<file path="src/rtl/ft_lockstep_monitor.sv">
`default_nettype none
// ============================================================================
// ft_lockstep_monitor: pairs, compares and merges dual-core data requests.
// Revision: 1.0
// ============================================================================

module ft_lockstep_monitor #(
  parameter int TIMEOUT        = 8,
  parameter int RECOVER_CYCLES = 4
) (
  input  logic        clk_i,
  input  logic        rst_i,
  input  logic        c0_req_i,
  input  logic        c0_we_i,
  input  logic [31:0] c0_addr_i,
  input  logic [31:0] c0_wdata_i,
  input  logic [3:0]  c0_be_i,
  input  logic        c1_req_i,
  input  logic        c1_we_i,
  input  logic [31:0] c1_addr_i,
  input  logic [31:0] c1_wdata_i,
  input  logic [3:0]  c1_be_i,
  output logic        c_gnt_o,
  output logic        mem_req_o,
  output logic        mem_we_o,
  output logic [31:0] mem_addr_o,
  output logic [31:0] mem_wdata_o,
  output logic [3:0]  mem_be_o,
  input  logic        mem_gnt_i,
  output logic        error_o,
  output logic        halt_o,
  output logic        recover_o,
  output logic [15:0] err_count_o
);

  localparam int TW = $clog2(TIMEOUT + 1);
  localparam int RW = $clog2(RECOVER_CYCLES + 1);

  typedef enum logic [2:0] {
    S_IDLE    = 3'd0,
    S_COLLECT = 3'd1,
    S_CHECK   = 3'd2,
    S_ISSUE   = 3'd3,
    S_RECOVER = 3'd4
  } state_t;

  state_t      state_q, state_d;
  logic [TW-1:0] timer_q, timer_d;
  logic [RW-1:0] rcnt_q, rcnt_d;

  logic        v0_q, v0_d, v1_q, v1_d;
  logic        s0_we_q, s0_we_d, s1_we_q, s1_we_d;
  logic [31:0] s0_addr_q, s0_addr_d, s1_addr_q, s1_addr_d;
  logic [31:0] s0_wdata_q, s0_wdata_d, s1_wdata_q, s1_wdata_d;
  logic [3:0]  s0_be_q, s0_be_d, s1_be_q, s1_be_d;

  logic        error_q, error_d;
  logic [15:0] cnt_q, cnt_d;

  logic        lat0, lat1, clr, mismatch;

  // Write data only participates in the comparison for writes.
  assign mismatch = (s0_we_q != s1_we_q) || (s0_addr_q != s1_addr_q) ||
                    (s0_be_q != s1_be_q) || (s0_we_q && (s0_wdata_q != s1_wdata_q));

  always_comb begin
    state_d    = state_q;
    timer_d    = timer_q;
    rcnt_d     = rcnt_q;
    v0_d       = v0_q;
    v1_d       = v1_q;
    s0_we_d    = s0_we_q;
    s0_addr_d  = s0_addr_q;
    s0_wdata_d = s0_wdata_q;
    s0_be_d    = s0_be_q;
    s1_we_d    = s1_we_q;
    s1_addr_d  = s1_addr_q;
    s1_wdata_d = s1_wdata_q;
    s1_be_d    = s1_be_q;
    lat0       = 1'b0;
    lat1       = 1'b0;
    clr        = 1'b0;

    case (state_q)
      S_IDLE: begin
        lat0    = c0_req_i;
        lat1    = c1_req_i;
        timer_d = '0;
        if (c0_req_i && c1_req_i)
          state_d = S_CHECK;
        else if (c0_req_i || c1_req_i)
          state_d = S_COLLECT;
      end
      S_COLLECT: begin
        // An already-latched core is ignored until the pair completes.
        lat0    = c0_req_i && !v0_q;
        lat1    = c1_req_i && !v1_q;
        timer_d = timer_q + TW'(1);
        if (lat0 || lat1)
          state_d = S_CHECK;
        else if (timer_q == TW'(TIMEOUT - 1))
          state_d = S_RECOVER;
      end
      S_CHECK: begin
        state_d = mismatch ? S_RECOVER : S_ISSUE;
      end
      S_ISSUE: begin
        if (mem_gnt_i) begin
          clr     = 1'b1;
          state_d = S_IDLE;
        end
      end
      S_RECOVER: begin
        clr = 1'b1;
        if (rcnt_q == RW'(RECOVER_CYCLES - 1)) begin
          rcnt_d  = '0;
          state_d = S_IDLE;
        end else begin
          rcnt_d = rcnt_q + RW'(1);
        end
      end
      default: state_d = S_IDLE;
    endcase

    if (lat0) begin
      v0_d       = 1'b1;
      s0_we_d    = c0_we_i;
      s0_addr_d  = c0_addr_i;
      s0_wdata_d = c0_wdata_i;
      s0_be_d    = c0_be_i;
    end
    if (lat1) begin
      v1_d       = 1'b1;
      s1_we_d    = c1_we_i;
      s1_addr_d  = c1_addr_i;
      s1_wdata_d = c1_wdata_i;
      s1_be_d    = c1_be_i;
    end
    if (clr) begin
      v0_d       = 1'b0;
      v1_d       = 1'b0;
      s0_we_d    = 1'b0;
      s0_addr_d  = '0;
      s0_wdata_d = '0;
      s0_be_d    = '0;
      s1_we_d    = 1'b0;
      s1_addr_d  = '0;
      s1_wdata_d = '0;
      s1_be_d    = '0;
      timer_d    = '0;
    end

    error_d = (state_d == S_RECOVER) && (state_q != S_RECOVER);
    cnt_d   = (error_d && (cnt_q != 16'hFFFF)) ? cnt_q + 16'd1 : cnt_q;
  end

  always_ff @(posedge clk_i) begin
    if (rst_i) begin
      state_q    <= S_IDLE;
      timer_q    <= '0;
      rcnt_q     <= '0;
      v0_q       <= 1'b0;
      v1_q       <= 1'b0;
      s0_we_q    <= 1'b0;
      s0_addr_q  <= '0;
      s0_wdata_q <= '0;
      s0_be_q    <= '0;
      s1_we_q    <= 1'b0;
      s1_addr_q  <= '0;
      s1_wdata_q <= '0;
      s1_be_q    <= '0;
      error_q    <= 1'b0;
      cnt_q      <= '0;
    end else begin
      state_q    <= state_d;
      timer_q    <= timer_d;
      rcnt_q     <= rcnt_d;
      v0_q       <= v0_d;
      v1_q       <= v1_d;
      s0_we_q    <= s0_we_d;
      s0_addr_q  <= s0_addr_d;
      s0_wdata_q <= s0_wdata_d;
      s0_be_q    <= s0_be_d;
      s1_we_q    <= s1_we_d;
      s1_addr_q  <= s1_addr_d;
      s1_wdata_q <= s1_wdata_d;
      s1_be_q    <= s1_be_d;
      error_q    <= error_d;
      cnt_q      <= cnt_d;
    end
  end

  logic issue;
  assign issue       = (state_q == S_ISSUE);
  assign mem_req_o   = issue;
  assign mem_we_o    = issue && s0_we_q;
  assign mem_addr_o  = issue ? s0_addr_q  : 32'd0;
  assign mem_wdata_o = issue ? s0_wdata_q : 32'd0;
  assign mem_be_o    = issue ? s0_be_q    : 4'd0;
  // A pair aborted by reset must never see a grant.
  assign c_gnt_o     = issue && mem_gnt_i && !rst_i;
  assign halt_o      = (state_q == S_RECOVER);
  assign recover_o   = (state_q == S_RECOVER) && (rcnt_q == RW'(RECOVER_CYCLES - 1));
  assign error_o     = error_q;
  assign err_count_o = cnt_q;

endmodule

`default_nettype wire

</file>
<file path="config.mk">
export PLATFORM = sky130hd
export DESIGN_NAME = ft_lockstep_monitor
export DESIGN_NICKNAME = d
export VERILOG_FILES = /design/src/rtl/ft_lockstep_monitor.sv
export SDC_FILE = /design/constraint.sdc
export NUM_CORES = 1
export LEC_CHECK = 0
export BUFFER_PORTS_ARGS = -buffer_cell sky130_fd_sc_hd__buf_2
export CORE_UTILIZATION = 45
export CTS_BUF_LIST = sky130_fd_sc_hd__clkbuf_16
export DETAILED_ROUTE_END_ITERATION = 12
export PLACE_DENSITY = 0.72
export SYNTH_ARGS = -nofsm -noshare
export SYNTH_HDL_FRONTEND = slang
export SYNTH_SLANG_ARGS = --single-unit
</file>
<file path="constraint.sdc">
create_clock -name clk_i -period 5 [get_ports clk_i]
set_input_delay 1 -clock clk_i [delete_from_list [all_inputs] [get_ports clk_i]]
set_output_delay 1 -clock clk_i [all_outputs]
set_load 0.05 [all_outputs]
</file>
# Yosys cells after proc, flatten, opt, wreduce, memory -nomap -nowiden
# Cells that the tools add are included.
# classes
n_div,0
addsub,3
mux,17
mul,0
reduce_logical,21
n_lt_le_gt_ge,0
n_eq_ne,13
bitwise_logic,0
shift,0
# op_table
op,count
$mux 32,2
$ne 32x32->1,2
$mux 3,8
$add 16x1->16 const B,1
$ne 16x16->1 const B,1
$pmux 3 s5,1
$logic_and 1x1->1,10
$eq 3x2->1 const B,3
$pmux 4 s2,1
$eq 3x3->1 const B,2
$pmux 1 s2,3
$logic_or 1x1->1,5
$add 4x1->4 const B,1
$eq 4x3->1 const B,1
$mux 4,1
$ne 4x4->1,1
$add 3x1->3 const B,1
$eq 3x1->1 const B,1
$logic_not 1->1,3
$logic_not 3->1,1
$ne 3x3->1 const B,1
$reduce_bool 2->1,1
$reduce_or 2->1,1
$mux 1,1
$ne 1x1->1,1
# totals
regBits,167
latch_bits,0
n_memories,0
mem_bits_rw,0
inputBits,143
rom_bits,0

# Longest topological paths before layout
# Gate-level depths: netlist of run 1.
# depth
depth_word,9
ltp_mapped,10
ltp_nobuf,8

# Worst setup path after synthesis of run 1
# Ideal clock, no wire load.
# synth_path
path_type,input-to-output
from,in rst_i
to,out c_gnt_o
stages,3
path_slack_ps,1963
arrival_time_ps,2037
cell_sequence,buf_4 -> dlymetal6s2s_1 -> nor2_1
# synth_via
elab_chain_len,2
# synth_rtl
item,line,text
"start, declared",12,"input logic rst_i,"
$logic_not 1->1,201,assign c_gnt_o = issue && mem_gnt_i && !rst_i;
$logic_and 1x1->1,201,
"end, declared",23,"output logic c_gnt_o,"
# No other way between the ends.

# Final worst setup path of run 1
# layout_path
from,reg state_q[0]
to,out mem_wdata_o[7]
# layout_via
elab_chain_len,2
# layout_rtl
item,line,text
"start, declared",47,"state_t state_q, state_d;"
"start signal, assigned",175,state_q <= state_d;
$eq 3x2->1,194,assign issue = (state_q == S_ISSUE);
$mux 32,198,assign mem_wdata_o = issue ? s0_wdata_q : 32'd0;
"end, declared",27,"output logic [31:0] mem_wdata_o,"
# No other way between the ends.

==> results of run 1 <==
==> critical path: cells and delay by family, from the launching register on <==
kind,cells,cell delay (ns)
and+or+nand+nor,2,0.75
buffers and inverters,3,0.87
DFF,1,0.57
==> synth_stat cells (all sizes together), types with 2 or more instances <==
master | number | area, um^2
mux2 | 3 | 33.78
nor2 | 23 | 88.84
and2 | 69 | 431.7
nand2 | 295 | 1107
clkbuf | 45 | 168.9
o21ai | 13 | 68.81
dfxtp | 167 | 3343
buf | 14 | 108.9
nor2b | 2 | 12.51
and2b | 2 | 18.77
inv | 7 | 26.28
and3 | 3 | 18.77
nand4 | 20 | 125.1
nand3 | 12 | 60.06
or4 | 3 | 22.52
xnor2 | 65 | 569.3
and4 | 2 | 17.52
nor3 | 3 | 20.02
nand2b | 4 | 27.53
or3 | 9 | 60.06
nor4 | 7 | 56.30
a21oi | 160 | 804.5
o31ai | 3 | 22.52
xor2 | 6 | 52.55
ha | 3 | 37.54
==> final cells by class <==
cell class | instances | area, um^2
Fill cell | 1561 | 6790
Multi-Input combinational cell | 718 | 3830
Sequential cell | 167 | 3343
Timing Repair Buffer | 237 | 1199
Clock buffer | 17 | 425.4
Tap cell | 216 | 270.3
Clock inverter | 15 | 166.4
Inverter | 7 | 26.28
Antenna cell | 3 | 7.507
==> placed cells by master (no fill, tap or decap), types with 9 or more instances in the layout <==
cell / n
clkbuf_16: 17
nand2_1: 294
o21ai_1: 9
inv_1: 11
and2_1: 69
nand3_1: 10
a21oi_1: 159
buf_2: 232
xnor2_1: 65
nor2_1: 21
dfxtp_1: 167
nand4_1: 20
==> metal layers <==
layer	vias to the layer above	part of all wire, %	track usage [%]
met1	3110	46	30.51
met4	0	1.5	7.640
met3	17	5.2	5.578
met5	-	0	0
met2	168	48	39.28
li1	3517	-	-
==> power groups by stage <==
stage                     registers, mW  clock network [mW]  logic [mW]
after detailed placement           1.58                   0       0.610
after CTS                          1.55                1.34       0.614
after floorplan                    1.56                   0       0.442
after global routing               1.57                1.40       0.686
final                              1.55                1.32       0.608
after global placement             1.58                   0       0.603
==> registers in the layout (all words and copies together) (netlist names), 4 cells and up <==
signal       flops
s1_wdata_q      32
s0_be_q          4
s0_addr_q       32
s1_addr_q       32
err_count_o     16
s1_be_q          4
s0_wdata_q      32
timer_q          4
==> kinds of logic after synthesis <==
family | Yosys count
AOI/OAI and AO/OA | 184
adders and majority gates | 3
muxes | 4
DFF | 167
xor gates and xnor gates | 71
and+or+nand+nor | 456
buffers and inverters | 68
==> final timing paths <==
| check | to | slack, ns |
|---|---|---|
| hold reg to reg | rcnt_q[2] | 0.45 |
| setup / recovery | mem_wdata_o[7] | 1.37 |
| hold / removal | rcnt_q[2] | 0.45 |
| setup reg to reg | s0_addr_q[11] | 1.98 |
==> through the flow <==
step | power (mW) | util (%) | setup slack [ns] | area, um^2
after global placement | 2.182 | 53.98 | 1.892 | 8668
final | 3.479 | 57.71 | 1.373 | 9268
after floorplan | 1.999 | - | 1.963 | 7456
after global routing | 3.656 | 57.67 | 1.089 | 9260
after CTS | 3.505 | 57.67 | 1.339 | 9260
after detailed placement | 2.192 | 53.98 | 1.803 | 8668
==> flow_metrics.tcl, run 1 <==
set metrics [dict create \
    gp_congestion 0.8044 \
    antenna_found_initial 2 \
    synthXorXnorAreaFrac_pct 8.340 \
    cap_violations 0 \
    grt_max_degree 99 \
    fin_tns_setup_ns 0 \
    grt_pass1_wl_um 31220 \
    synthArstFlopShare_pct 0 \
    core_area_um2 16060 \
    ys.flop_type "dfxtp_1" \
    synthCells 953 \
    initial_utilization_pct 46.43 \
    rsz0062_at_grt "false" \
    critPathCaptureType "output pin" \
    numCtsBuffers 17 \
    synth_fa_ha_area_share_pct 0.5034 \
    hold_path_startpoint "rcnt_q[2]" \
    routedWlPerCell_um 14.46 \
    hold_slack_ns 0.4483 \
    swShare_pct 29.30 \
    clk_path_buf_depth 2 \
    period_share_pct 72.54 \
    hp-class "reg2reg" \
    port-buffer-count 232 \
    synth-simple-area-share_pct 28.09 \
    area_growth_pct 24.30 \
    seq_power_share_pct 44.6 \
    ys_seq_area_share_pct 44.84 \
    status "complete, no violations" \
    wl_um 19950 \
    critPathKind "reg2out" \
    holdPathStages 2 \
    fp.dieH_um 130.7 \
    arrival_ns 2.63 \
    synth-seq-cells 167 \
    p_int_mw 2.460 \
    cp_max_fo 38 \
    drv_slew 0 \
    via_count 6812 \
    dr.first_iter.drc_count 337 \
    peakVddDrop_mv 0.2469 \
    finalHoldViolCount 0 \
    cp.required_ns 4.00 \
    p_per_area_nw_per_um2 375.4 \
    pwr-share-clk_pct 37.9 \
    cts.repair.resized 0 \
    finalSetupViolCount 0 \
    dr.pass1.iters 4 \
    cts_setup_buffers 0 \
    vias_per_cell 4.936 \
    die_w_um 130.7 \
    netlist_area_um2 7456 \
    synth_compound_area_share_pct 13.27 \
    grt_pass1_vias 6356 \
    yosysWarnings 0 \
    cts-htree-levels 4 \
    leakagePower_nw 3.953 \
    postCtsHoldBufs 0 \
    path_cells "inv_1, nor2_4, buf_4, and2_1, buf_2" \
    cts_root_buffer "clkbuf_16" \
    fin_cells 1380 \
    rows 46 \
    die_area_um2 17090 \
    slowest_delay_ns 0.57 \
    pin_count 233 \
    startpoint_type "register" \
    p_comb_share_pct 17.5 \
    ant_nets 0 \
    synthMuxAreaShare_pct 0.5873 \
    timing.rr.start "state_q[0]" \
    p_sw_mw 1.019 \
    clock-sinks 167 \
    synth_top_family_by_area "simple AND/OR/NAND/NOR gates" \
    cts_tree "done" \
    startpoint "state_q[0]" \
    clk_latency_ns 0.42 \
    reg2reg_depth 6 \
    worstMarginPinSlew_ns 1.120 \
    layout.nets 1294 \
    syn_area_per_cell_um2 7.824 \
    grt_overflow 0 \
    slew-limit-headroom_pct 25.34 \
    place_hpwl_um 13550 \
    layout_min_cycle_time_ns 3.627 \
    cts.reportedPaths.clkPinSlew_ns 0.06 \
    fmax_ghz 0.2757 \
    skew_ns 0.01170 \
    synth_nets 1099 \
    route.detailed.drc 0 \
    yosysUniqueCellTypes 53 \
    grt_usage_pct 23.74 \
    synth_edf_count 0 \
    drive_above_1_share_pct 24.89 \
    placed_cells 1345 \
    critPathSlowestCell "dfxtp_1" \
]
(Power assumes the default switching activity.)
==> run 2, diff against run 1 <==
==> constraint.sdc (replaced) <==
create_clock -name clk_i -period 3.7 [get_ports clk_i]
set_input_delay 0.74 -clock clk_i [delete_from_list [all_inputs] [get_ports clk_i]]
set_output_delay 0.74 -clock clk_i [all_outputs]
set_load 0.05 [all_outputs]
==> flow_metrics.tcl, run 2 (synthesized netlist as in run 1, its figures left out) <==
set metrics [dict create \
    status "complete, no violations" \
    dr.first_iter.drc_count 318 \
    vias_per_cell 4.973 \
    finalHoldViolCount 0 \
    hp-class "reg2reg" \
    cap_violations 0 \
    port-buffer-count 232 \
    fp.dieH_um 130.7 \
    reg2reg_depth 7 \
    gr-usage-met1_pct 29.32 \
    ant_nets 0 \
    cts.reportedPaths.clkPinSlew_ns 0.06 \
    numCtsBuffers 17 \
    finalSetupViolCount 0 \
    layout.nets 1296 \
    layout_min_cycle_time_ns 3.379 \
    grt_overflow 0 \
    worstMarginPinSlew_ns 0.9598 \
    area_growth_pct 24.43 \
    use_met2_pct 38.13 \
    drive_above_1_share_pct 25.04 \
    critPathSlowestCell "dfxtp_1" \
    rsz0062_at_grt "false" \
    grt_use_met3_pct 5.375 \
    clk_path_buf_depth 2 \
    holdPathEnd "rcnt_q[2]" \
    cp.required_ns 2.96 \
    routedWlPerCell_um 14.41 \
    grt_usage_pct 23.07 \
    grt_max_degree 96 \
    grt_pass1_wl_um 30040 \
    cts_tree "done" \
    clk_latency_ns 0.44 \
    postCtsHoldBufs 0 \
    fin_tns_setup_ns 0 \
    hold_path_startpoint "rcnt_q[2]" \
    cp_max_fo 38 \
    route.detailed.drc 0 \
    mostFrequentLayoutCell "nand2_1" \
    busiest_layer "met2" \
    startpoint_type "register" \
    final_cell_mix "nand2_1, buf_2, dfxtp_1" \
    rows 46 \
    wl_um 19890 \
    critPathKind "reg2out" \
    path_cells "inv_1, nor2_4, buf_4, and2_1, buf_2" \
    final.fill_count 1536 \
    cts_root_buffer "clkbuf_16" \
    period_share_pct 91.32 \
    core_area_um2 16060 \
    clock-sinks 167 \
    r2r_slack_ns 0.99 \
    startpoint "state_q[0]" \
    via_count 6863 \
    leakagePower_nw 3.955 \
    dr.pass1.iters 4 \
    final_util_pct 57.78 \
    holdPathStages 2 \
    peakVddDrop_mv 0.3323 \
    pin_count 233 \
    cts_setup_buffers 0 \
    arrival_ns 2.64 \
    initial_utilization_pct 46.43 \
    timing.rr.start "s1_be_q[1]" \
    slowest_delay_ns 0.57 \
    rr_endpoint "err_count_o[15]" \
    p_per_area_nw_per_um2 493.3 \
    grt_pass1_vias 6029 \
    fmax_ghz 0.2960 \
    antenna_found_initial 3 \
    drv_slew 0 \
    slew-limit-headroom_pct 36.00 \
    gp_congestion 0.8012 \
    skew_ns 0.01671 \
    cts-htree-levels 4 \
    cts.repair.resized 0 \
    die_area_um2 17090 \
    die_w_um 130.7 \
    critPathCaptureType "output pin" \
    place_hpwl_um 13860 \
]
## run 2: cell count changes in the layout (fill, tap and decap cells not counted)
cell        before  now
buf_12           0    4
buf_4            5    3
bufinv_16        3    1
clkinv_2         1    3
inv_1           11    9
clkinv_1         0    1
clkinvlp_4       4    3
diode_2          3    2
inv_6            0    1
## run 2: area by class of cell
class | count | area, um^2 | share of cell area (%)
Clock inverter | 14 | 113.9 | 1.227
Tap cell | 216 | 270.3 | 2.913
Inverter | 7 | 26.28 | 0.2832
Sequential cell | 167 | 3343 | 36.04
Clock buffer | 17 | 425.4 | 4.585
Timing Repair Buffer | 239 | 1264 | 13.62
Multi-Input combinational cell | 718 | 3830 | 41.28
Antenna cell | 2 | 5.005 | 0.05394
## run 2: worst max-delay path: cells and delay by family, from the launching register on
| family | cells | cell delay, ns |
|---|---|---|
| buf+inv | 3 | 0.90 |
| flops | 1 | 0.57 |
| simple gates | 2 | 0.74 |
## run 2: how the worst max path moves through the flow
stage	end	slack, ns	depth (start not counted)
after floorplan	mem_be_o[0]	0.93	5
after global placement	mem_we_o	0.86	5
after detailed placement	mem_addr_o[1]	0.75	5
after CTS	mem_addr_o[1]	0.30	5
after global routing	mem_wdata_o[30]	0.13	5
final	mem_addr_o[1]	0.32	5
## run 2: stage by stage
| stage | cells | total power [mW] | area, um^2 | hold WS [ns] | setup WS (ns) |
|---|---|---|---|---|---|
| 2_1_floorplan | 953 | 2.701 | 7456 | 0.4208 | 0.9257 |
| 3_3_place_gp | 1347 | 2.968 | 8733 | 0.4310 | 0.8551 |
| 3_5_place_dp | 1347 | 2.983 | 8733 | 0.4508 | 0.7539 |
| 4_1_cts | 1378 | 4.612 | 9273 | 0.4620 | 0.2962 |
| 5_1_grt | 1378 | 4.794 | 9273 | 0.4835 | 0.1279 |
| 6_report | 1380 | 4.576 | 9278 | 0.4538 | 0.3213 |
## run 2: power by group
part           internal (mW)  total (mW)  switching [mW]
clock                  0.914        1.64           0.725
combinational          0.328       0.839           0.512
sequential              1.96        2.10           0.138
total                   3.20        4.58            1.37
## run 2: layer usage
metal  share of wire, %  vias to the layer above
li1                   -                     3522
met1                 46                     3144
met2                 47                      169
met3                5.1                       26
met4                1.8                        2
met5              0.065                        -
